==> src/rtl/mem_arb_pkg.sv <==
// Shared types and default widths for the main-RAM arbiter.
// Used by mem_arb_pick and mem_arbiter.
package mem_arb_pkg;

   localparam int MEM_ADDR_W = 20;
   localparam int MEM_LINE_W = 128;

   typedef enum logic [1:0] {
      IDLE   = 2'd0,
      ACCESS = 2'd1,
      RESP   = 2'd2
   } arb_state_e;

   typedef enum logic {
      ARB_IC = 1'b0,
      ARB_DC = 1'b1
   } arb_id_e;

endpackage

==> src/rtl/mem_arb_pick.sv <==
// Combinational winner select between I-cache and D-cache requests.
// MEM_ARB_RR_EN: tie goes to the requester not granted last; otherwise D-cache wins ties.
module mem_arb_pick
   import mem_arb_pkg::*;
(
   input  logic    ic_req,
   input  logic    dc_req,
`ifdef MEM_ARB_RR_EN
   input  arb_id_e last_id,
`endif
   output logic    grant_valid,
   output arb_id_e grant_id
);

   always_comb begin
      grant_valid = ic_req | dc_req;
      grant_id    = ARB_IC;
      if (ic_req && dc_req) begin
`ifdef MEM_ARB_RR_EN
         if (last_id == ARB_IC) begin
            grant_id = ARB_DC;
         end else begin
            grant_id = ARB_IC;
         end
`else
         grant_id = ARB_DC;
`endif
      end else if (dc_req) begin
         grant_id = ARB_DC;
      end
   end

endmodule

==> src/rtl/mem_arbiter.sv <==
// Single-port main RAM arbiter for I-cache fills and D-cache fills/writebacks.
// Optional MEM_ARB_RR_EN selects round-robin tie-breaking instead of fixed D-cache priority.
//
//   state  | meaning
//   -------+-----------------------------------------------------------
//   IDLE   | no transaction; grant the winning requester and latch it
//   ACCESS | RAM busy, latency counter runs down; capture line at 0
//   RESP   | one-cycle ack to the winner, line register valid
module mem_arbiter
   import mem_arb_pkg::*;
#(
   parameter int ADDR_W      = MEM_ADDR_W,
   parameter int LINE_W      = MEM_LINE_W,
   parameter int MEM_LATENCY = 5
) (
   input  logic              clk,
   input  logic              reset,
   input  logic              ic_req,
   input  logic [ADDR_W-1:0] ic_addr,
   output logic              ic_ack,
   output logic [LINE_W-1:0] ic_rdata,
   input  logic              dc_req,
   input  logic              dc_we,
   input  logic [ADDR_W-1:0] dc_addr,
   input  logic [LINE_W-1:0] dc_wdata,
   output logic              dc_ack,
   output logic [LINE_W-1:0] dc_rdata,
   output logic [ADDR_W-1:0] mem_rd_addr,
   output logic [ADDR_W-1:0] mem_wr_addr,
   output logic [LINE_W-1:0] mem_wdata,
   output logic              mem_we,
   input  logic [LINE_W-1:0] mem_rdata
);

   localparam int               CNT_W    = $clog2(MEM_LATENCY + 1);
   localparam logic [CNT_W-1:0] CNT_INIT = CNT_W'(MEM_LATENCY - 1);

   arb_state_e        state;
   arb_state_e        state_nxt;
   logic [CNT_W-1:0]  count;
   arb_id_e           lat_id;
   logic              lat_we;
   logic [ADDR_W-1:0] lat_addr;
   logic [LINE_W-1:0] lat_wdata;
   logic [LINE_W-1:0] line_q;
   logic              grant_valid;
   arb_id_e           grant_id;

`ifdef MEM_ARB_RR_EN
   arb_id_e           last_id;

   mem_arb_pick u_pick (
      .ic_req      (ic_req),
      .dc_req      (dc_req),
      .last_id     (last_id),
      .grant_valid (grant_valid),
      .grant_id    (grant_id)
   );

   always_ff @(posedge clk) begin
      if (reset) begin
         last_id <= ARB_IC;
      end else if (state == IDLE && grant_valid) begin
         last_id <= grant_id;
      end
   end
`else
   mem_arb_pick u_pick (
      .ic_req      (ic_req),
      .dc_req      (dc_req),
      .grant_valid (grant_valid),
      .grant_id    (grant_id)
   );
`endif

   always_ff @(posedge clk) begin
      if (reset) begin
         state <= IDLE;
      end else begin
         state <= state_nxt;
      end
   end

   always_comb begin
      state_nxt = state;
      ic_ack    = 1'b0;
      dc_ack    = 1'b0;
      mem_we    = 1'b0;
      case (state)
         IDLE: begin
            if (grant_valid) begin
               state_nxt = ACCESS;
            end
         end
         ACCESS: begin
            // the write strobe fires once, on the cycle the counter is still at its start value
            mem_we = lat_we && (count == CNT_INIT);
            if (count == '0) begin
               state_nxt = RESP;
            end
         end
         RESP: begin
            ic_ack    = (lat_id == ARB_IC);
            dc_ack    = (lat_id == ARB_DC);
            state_nxt = IDLE;
         end
         default: begin
            state_nxt = IDLE;
         end
      endcase
   end

   always_ff @(posedge clk) begin
      if (reset) begin
         count     <= '0;
         lat_id    <= ARB_IC;
         lat_we    <= 1'b0;
         lat_addr  <= '0;
         lat_wdata <= '0;
         line_q    <= '0;
      end else begin
         case (state)
            IDLE: begin
               if (grant_valid) begin
                  count  <= CNT_INIT;
                  lat_id <= grant_id;
                  if (grant_id == ARB_DC) begin
                     lat_addr  <= dc_addr;
                     lat_we    <= dc_we;
                     lat_wdata <= dc_wdata;
                  end else begin
                     lat_addr <= ic_addr;
                     lat_we   <= 1'b0;
                  end
               end
            end
            ACCESS: begin
               if (count == '0) begin
                  line_q <= mem_rdata;
               end else begin
                  count <= count - CNT_W'(1);
               end
            end
            default: begin
            end
         endcase
      end
   end

   // RAM read port takes a word address, write port a line index
   assign mem_rd_addr = {lat_addr[ADDR_W-3:0], 2'b00};
   assign mem_wr_addr = lat_addr;
   assign mem_wdata   = lat_wdata;
   assign ic_rdata    = line_q;
   assign dc_rdata    = line_q;

endmodule

==> config.mk <==
export PLATFORM = sky130hd
export DESIGN_NAME = mem_arbiter
export DESIGN_NICKNAME = d
export VERILOG_FILES = /design/src/rtl/mem_arb_pkg.sv /design/src/rtl/mem_arb_pick.sv /design/src/rtl/mem_arbiter.sv
export SDC_FILE = /design/constraint.sdc
export NUM_CORES = 1
export LEC_CHECK = 0
export CORE_AREA = 2 2 283 285
export DETAILED_ROUTE_END_ITERATION = 12
export DIE_AREA = 0 0 285 287
export PLACE_DENSITY = 0.51
export SLEW_MARGIN = 20
export SYNTH_ARGS = -nofsm -noshare
export SYNTH_HDL_FRONTEND = slang
export SYNTH_SLANG_ARGS = --single-unit
==> constraint.sdc <==
create_clock -name clk -period 2.5 [get_ports clk]
set_input_delay 0.5 -clock clk [delete_from_list [all_inputs] [get_ports clk]]
set_output_delay 0.5 -clock clk [all_outputs]
set_load 0.02 [all_outputs]
* After elaboration in Yosys (flattened, before gate mapping) *
Cells that the tools add are included.

word-level totals
  input bits = 301
  register bits after elaboration = 283

operators by class
  equality and inequality tests = 6
  reductions and logical operators = 10
  muxes and demuxes = 13
  $add $sub $neg = 1
  bitwise gates (word level) = 2

operators with widths
  kind                 number
  $mux 20              1
  $mux 1               6
  $mux 3               2
  $ne 2x2->1 const B   3
  $pmux 3 s2           1
  $reduce_and 2->1     3
  $reduce_and 3->1     2
  $mux 2               2
  $pmux 2 s2           1
  $eq 3x3->1 const B   1
  $logic_not 3->1      1
  $sub 3x1->3 const B  1
  $eq 2x1->1 const B   1
  $eq 2x2->1 const B   1
  $logic_and 1x1->1    2
  $logic_not 2->1      1
  $reduce_bool 2->1    1
  $not 1->1            1
  $or 1x1->1           1

* Logic depth before layout (Yosys ltp) *
  depth in word-level cells = 3
  mapped depth = 7

* Hierarchy *
Synthesis repeated with hierarchy kept, for this count alone.

second synthesis, totals
  cell total of the unflattened synthesis = 1392
  area total of the unflattened synthesis = 11324.6 sq um

by module, submodules not included
  module        sequential area each (sq um)  cells each  times used  area each (sq um)
  mem_arbiter   5665.4                        1390        1           11314.6
  mem_arb_pick  0.0                           2           1           10.0

* Least setup slack after synthesis *
OpenSTA, ideal clock, no wires.

  kind = input-to-reg
  start = input port dc_req
  end = register lat_wdata[100], in the netlist mem_wdata[100]
  data required time = 2.368 ns
  setup slack = 0.933 ns
  data arrival time = 1.435 ns
  stages = 6
  cells stage by stage = buf_2 -> or3b_1 -> buf_2 -> buf_2 -> nand2_1 -> a21oi_1

between the ends
  longest elaborated chain between the ends = 3
  elaborated cells on any way between the ends = 5
  those cells by class = 2 x mux; 1 x bitwise; 2 x reduce/logical

ends and longest elaborated chain
  element                                      RTL line                                text
  start, declared                              mem_arbiter.sv:22                       input logic dc_req,
  $mux 1 or $logic_and 1x1->1 (tied branches)  mem_arb_pick.sv:28, mem_arb_pick.sv:18
  $mux 1                                       mem_arb_pick.sv:18                      if (ic_req && dc_req) begin
  $reduce_and 3->1 (no source line) (*)        -
  end signal, assigned                         mem_arbiter.sv:130                      lat_wdata <= dc_wdata;
  end, declared                                mem_arbiter.sv:44                       logic [LINE_W-1:0] lat_wdata;

Every way passes the cells marked *; elsewhere a longest branch is shown, timed or not.
A chain may end at the register's enable or synchronous reset.

* Worst setup path in the final report *
  start = register count[0]
  end = output port mem_we

between the ends
  longest elaborated chain between the ends = 3

ends and longest elaborated chain
  element                 RTL line            text
  start, declared         mem_arbiter.sv:40   logic [CNT_W-1:0] count;
  start signal, assigned  mem_arbiter.sv:141  count <= count - CNT_W'(1);
  $eq 3x3->1              mem_arbiter.sv:97   mem_we = lat_we && (count == CNT_INIT);
  $logic_and 1x1->1       mem_arbiter.sv:97
  $mux 1                  mem_arbiter.sv:89   case (state)
  end, declared           mem_arbiter.sv:31   output logic mem_we,

Every way passes these cells.

==> out/results.txt <==
IR drop worst, VDD: 0.000376 V
Min-Delay Endpoint: state[1]$_SDFFE_PP0P_
Clock Skews: 0.0213 ns
Avg Cell Area, Syn: 8.00 um2
Vias in the first global route: 10871
RSZ-0062 raised after global routing: false
N_diodes: 0
R2R cell count: 7
Minimum clock period: 2.38 ns
CTS buffer count: 36
Share of cells above drive strength 1: 5.20%
Core Area: 0.0786 mm2
Reg2Reg Launch Point: count[0]$_SDFFE_PP0P_
#FFs+latches synth: 283
Net Sw Power: 0.00453 W
Area Overhead vs Synth: 77.1%
Critical Path Start: count[0]$_SDFFE_PP0P_
Routability-driven placement congestion ratio: 0.762
Clk slew on worst S/H paths: 0.05 ns
Seq/Total Area, Yosys: 50.7%
CP Class: reg2out
Drt pass-1 iters: 4
HP Class: in2reg
Flop pwr share: 36.3%
Switching Share: 31.1%
Initial antenna violation count: 7
Utilization after layout: 25.2%
Vias: 11122
Global route overflow: 0
Synth unique cells: 30
Pwr dens: 736 mW/mm2
Final period util: 95.3%
Hold_buf cts: 0
Die Ht: 287 um
Arr. time, crit path: 1.88 ns
Setup TNS: 0 ns
Slew margin rel.: 58.2%
Port bufs: 725
Post-CTS Setup Bufs: 0
Worst-Skew Late Latency: 0.54 ns
Crit end category: output pin
Slowest CP cell: clkdlybuf4s15_1
R2R Path End: dc_rdata[24]$_SDFFE_PP0P_
Placed insts: 2972
Max cap viols: 0
CP delay by family, top: buffers and inverters
Status: complete, no violations
Synth warnings: 0
Worst slew pin tran: 0.628 ns
Clock Sinks: 283
First-pass GRT wire length: 69900 um
Dpl hpwl: 37000 um
H-tree depth: 2
Wire per inst: 16.0 um
R2r setup slk: 0.69 ns
Pins Over Slew Limit: 0
Initial Util: 14.2%
Vias per inst: 3.67
Largest net degree at the start of global routing: 84
Logic pwr share: 27.9%
Internal power: 0.0100 W
Top-Level Pins: 728
Leakage: 6.95 nW
Total global-route track usage: 11.2%
Die Span X: 285 um
Root Buffer: clkbuf_16
Drt total wl: 48500 um
Synth Cell Area: 0.0112 mm2
Beginning of the worst hold path: reset
CTS tree: built
Critical path, cell by cell: inv_1 -> ha_1 -> and4_1 -> clkdlybuf4s15_1
Tot Pwr: 0.0146 W
Worst Path Max Fanout: 4
Non-Filler Instances: 3032
DRC: 0
Clock Tree Buf Depth: 3
Site row count: 103
Syn Inst Count: 1398
Fin. Hold Viols: 0
WHS: 0.420 ns
CP Launch Type: flop
CP max stage delay: 0.36 ns
Die area: 0.0818 mm2
Buf/Inv on CP: 2
CP required: 2.00 ns
Final-report setup violation count: 0
1st-iter DRT viols: 334
Fmax: 0.420 GHz
Detail Route Antenna Nets: 0
Clock power share: 35.8%
Hold Path Depth: 2
Nets: 2263
[stage by stage]
| step | cell area (um2) | worst slack [ns] |
|---|---|---|
| finish | 19800 | 0.116 |
| global route | 19800 | 0.00476 |
| global placement | 18600 | 0.272 |
| floorplan | 11200 | 0.933 |
| CTS | 19800 | 0.0243 |
| detailed placement | 18600 | 0.278 |
[layout make-up]
type,count,area (um2)
timing repair buffer,770,7710
clock buffer,53,1070
multi-input combinational,866,3940
clock inverter,7,96.3
fill,8597,58800
tap,1050,1310
sequential,283,5670
inverter,3,11.3
[registers in the layout (all words and copies together), names as in the netlist]
| register | cells |
|---|---|
| count | 3 |
| dc_rdata | 128 |
| lat_id | 1 |
| lat_we | 1 |
| mem_wdata | 128 |
| mem_wr_addr | 20 |
| state | 2 |
[layer usage]
layer	share of wire, %	vias up	track usage (%)
met4	2.3	4	3.21
li1	-	5495	-
met2	48	488	18.9
met5	0.064	-	0
met3	9.0	67	4.04
met1	40	5068	13.2
[kinds of logic after synthesis]
kind of cell | count (synthesis) | synth area share (%)
simple gates | 536 | 18.5
compound gates | 305 | 14.2
flops | 283 | 50.7
buf+inv | 250 | 14.4
mux | 21 | 1.88
fa+ha+maj | 2 | 0.224
other cells | 1 | 0.0335
[worst max-delay path by stage]
stage / to / slack, ns / cells past startpoint
floorplan: mem_wdata[100]$_SDFFE_PP0P_ / 0.93 / 6
global placement: mem_wdata[24]$_SDFFE_PP0P_ / 0.27 / 5
detailed placement: mem_wdata[24]$_SDFFE_PP0P_ / 0.28 / 5
CTS: mem_we / 0.02 / 4
global route: dc_ack / 0.005 / 3
finish: mem_we / 0.12 / 4
[placed cells by master (no fill, tap or decap), types with 2 or more instances in the layout]
master / count
nand2_1: 513
a211oi_1: 20
nand2b_1: 2
clkinv_2: 4
clkdlybuf4s50_1: 722
conb_1: 2
inv_1: 3
a21oi_1: 278
buf_4: 36
buf_12: 9
clkbuf_8: 6
or2_2: 2
o21ai_0: 3
bufinv_16: 2
ha_1: 2
mux2i_1: 21
clkbuf_16: 38
dfxtp_1: 283
nor2_1: 9
clkbuf_1: 9
[synth_stat cells, drive strengths merged]
| cell type | instances | area (um2) |
|---|---|---|
| nand2 | 513 | 1930 |
| dfxtp | 283 | 5670 |
| a21oi | 278 | 1390 |
| buf | 202 | 1430 |
| clkbuf | 45 | 169 |
| mux2i | 21 | 210 |
| a211oi | 20 | 150 |
| nor2 | 9 | 33.8 |
| inv | 3 | 11.3 |
| o21ai | 3 | 15.0 |
| ha | 2 | 25.0 |
| nand2b | 2 | 12.5 |
| nor3b | 2 | 20.0 |
| or2 | 2 | 12.5 |
| a221oi | 1 | 8.76 |
| a22oi | 1 | 7.51 |
| a32o | 1 | 10.0 |
| and3b | 1 | 8.76 |
| and4 | 1 | 8.76 |
| and4bb | 1 | 12.5 |
| conb | 1 | 3.75 |
| nand3b | 1 | 7.51 |
| nand4bb | 1 | 11.3 |
| nor2b | 1 | 6.26 |
| nor3 | 1 | 5.00 |
| o32ai | 1 | 8.76 |
| or3b | 1 | 8.76 |
[timing repair]
item                                    4_1_cts  5_1_grt
endpoints found under the setup margin        2        0
resized for setup                             3        0
endpoints found under the hold margin         0        0
[power groups by stage]
| stage | clock network, W | logic, W | registers, W |
|---|---|---|---|
| floorplan | 0 | 0.00171 | 0.00580 |
| global placement | 0 | 0.00413 | 0.00538 |
| detailed placement | 0 | 0.00412 | 0.00539 |
| CTS | 0.00548 | 0.00413 | 0.00530 |
| global route | 0.00560 | 0.00437 | 0.00534 |
| finish | 0.00521 | 0.00406 | 0.00529 |
Power figures use the tool's default switching activity.
==> edit: new RTL, config.mk and constraints unchanged <==
`MEM_ADDR_W`: 20 -> 28.
--- a/src/rtl/mem_arb_pkg.sv
+++ b/src/rtl/mem_arb_pkg.sv
@@ -4,3 +4,3 @@
 
-   localparam int MEM_ADDR_W = 20;
+   localparam int MEM_ADDR_W = 28;
    localparam int MEM_LINE_W = 128;
Ports: changed (resized dc_addr, ic_addr, mem_rd_addr and mem_wr_addr); port bits go from 728 to 760. No check against the original RTL was run, so the function may have changed too.
==> edit against the original RTL <==
- synthesized area grew 3.9%
- utilization up 0.91 points
- non-clock buffer count increased by 26
- worst setup slack better by 0.010 ns
- via count grew 3.1%
- final cell count increased by 2.1%
- sequential cell count increased by 8
- clock power increased by 4.6%
- hold slack worse by 0.047 ns
- cell area rose by 3.6%
- wire length fell by 0.12%
- power rose by 4.1%
==> edit: results (changes against the original RTL) <==
met3 routed WL=4119 µm (-5.9%); Final Skew=0.01194 ns (-0.009323 ns); R2R Setup Slk=0.64 ns (-0.05 ns); detailed-placement wirelength estimate=36360 µm (-1.8%); R2R cell count=6 (-1); CTS Buf Count=38 (+5.6%); Post-CTS Setup Bufs=0 (unchanged); Clock Tree Buf Depth=3 (unchanged); largest net degree at the start of global routing=130 (+55%); number of global-route vias before repair=11070 (+1.8%); routing usage on met3=3.770% (-0.27 points); Seq/Total Area, Yosys=50.16% (-0.51 points); routed vias/inst=3.701 (+0.90%); LEAKAGE=0.007248 µW (+4.2%); layout cells sized above 1=5.330% (+0.13 points); met1 Use GR=12.77% (-0.43 points); worst setup path start=state[0]; Total Routing Usage GR=11.19% (+0.025 points); # resized after CTS=1 (-2); Worst R2R End=dc_rdata[88]; worst relative slew slack=39.76% (-18 points); final net count=2339 (+3.4%); WL met2=23620 µm (+0.91%); WL met1=19260 µm (-1.5%); Synth top cells by count=513 x nand2_1, 291 x dfxtp_1, 286 x a21oi_1; Worst R2R Start=count[0]; outcome=finished clean; first-pass GRT wire length=70760 µm (+1.3%); Worst IR Drop VDD=0.4039 mV (+7.5%); drt total wl=48420 µm (-0.12%); Port Buffers=757 (+4.4%); main area contributors after synthesis=dfxtp_1 50%, nand2_1 17%, a21oi_1 12%; HP Start=reset; GPL Wtd Cong=0.7701 (+1.1%); hold path endpoint=mem_wdata[92]; Distinct cells, synth=31 (+3.3%); initial antenna violation count=4 (-3); CP Max Fanout=11 (+7); root buf cell=clkbuf_16; clk_lat worst skew=0.54 ns (about the same); initial DRC count=386 (+16%); M2 GR Usage=19.35% (+0.41 points)
## edit: kinds of logic after synthesis
family                     count (synthesis)  share of synthesized area (%)
AOI/OAI and AO/OA                        321                          14.61
adders and majority gates                  2                         0.2154
buffers and inverters                    262                          14.57
DFF                                      291                          50.16
muxes                                     29                          2.499
other                                      1                        0.03229
and+or+nand+nor                          536                          17.91
## edit: worst max-delay path, stage by stage (launching register included)
cell             delay (ns)
dfxtp_1                0.30
buf_4                  0.18
and3b_1                0.22
clkdlybuf4s50_1        0.64
## edit: report_power, final
| part | leakage [µW] | internal (µW) | total, µW | switching (µW) |
|---|---|---|---|---|
| logic | 0.00425 | 2040 | 4260 | 2220 |
| registers | 0.00238 | 5100 | 5470 | 375 |
| clock network | 0.000611 | 3310 | 5450 | 2140 |
## edit: through the flow
stage	cells	hold slack (ns)	area, µm²	setup WS [ns]
finish	3097	0.3726	20520	0.1264
global route	3095	0.3534	20510	0.03183
CTS	3095	0.3240	20510	0.05383
detailed placement	3030	0.4457	19290	0.4056
global placement	3030	0.4397	19290	0.4068
floorplan	1443	0.4493	11620	0.9320
## edit: cell type report
| type | count | area (µm²) |
|---|---|---|
| antenna | 2 | 5.005 |
| clock buffer | 51 | 1071 |
| clock inverter | 14 | 152.6 |
| fill | 8529 | 58100 |
| inverter | 3 | 11.26 |
| multi-input combinational | 890 | 4131 |
| sequential | 291 | 5826 |
| tap | 1050 | 1314 |
| timing repair buffer | 796 | 8005 |
## edit: how the worst max path moves through the flow
stage                           end  slack (ns)  cells after the start
finish                       dc_ack        0.13                      3
global route                 dc_ack        0.03                      3
CTS                          dc_ack        0.05                      3
detailed placement           mem_we        0.41                      4
global placement             mem_we        0.41                      4
floorplan           mem_wr_addr[18]        0.93                      6
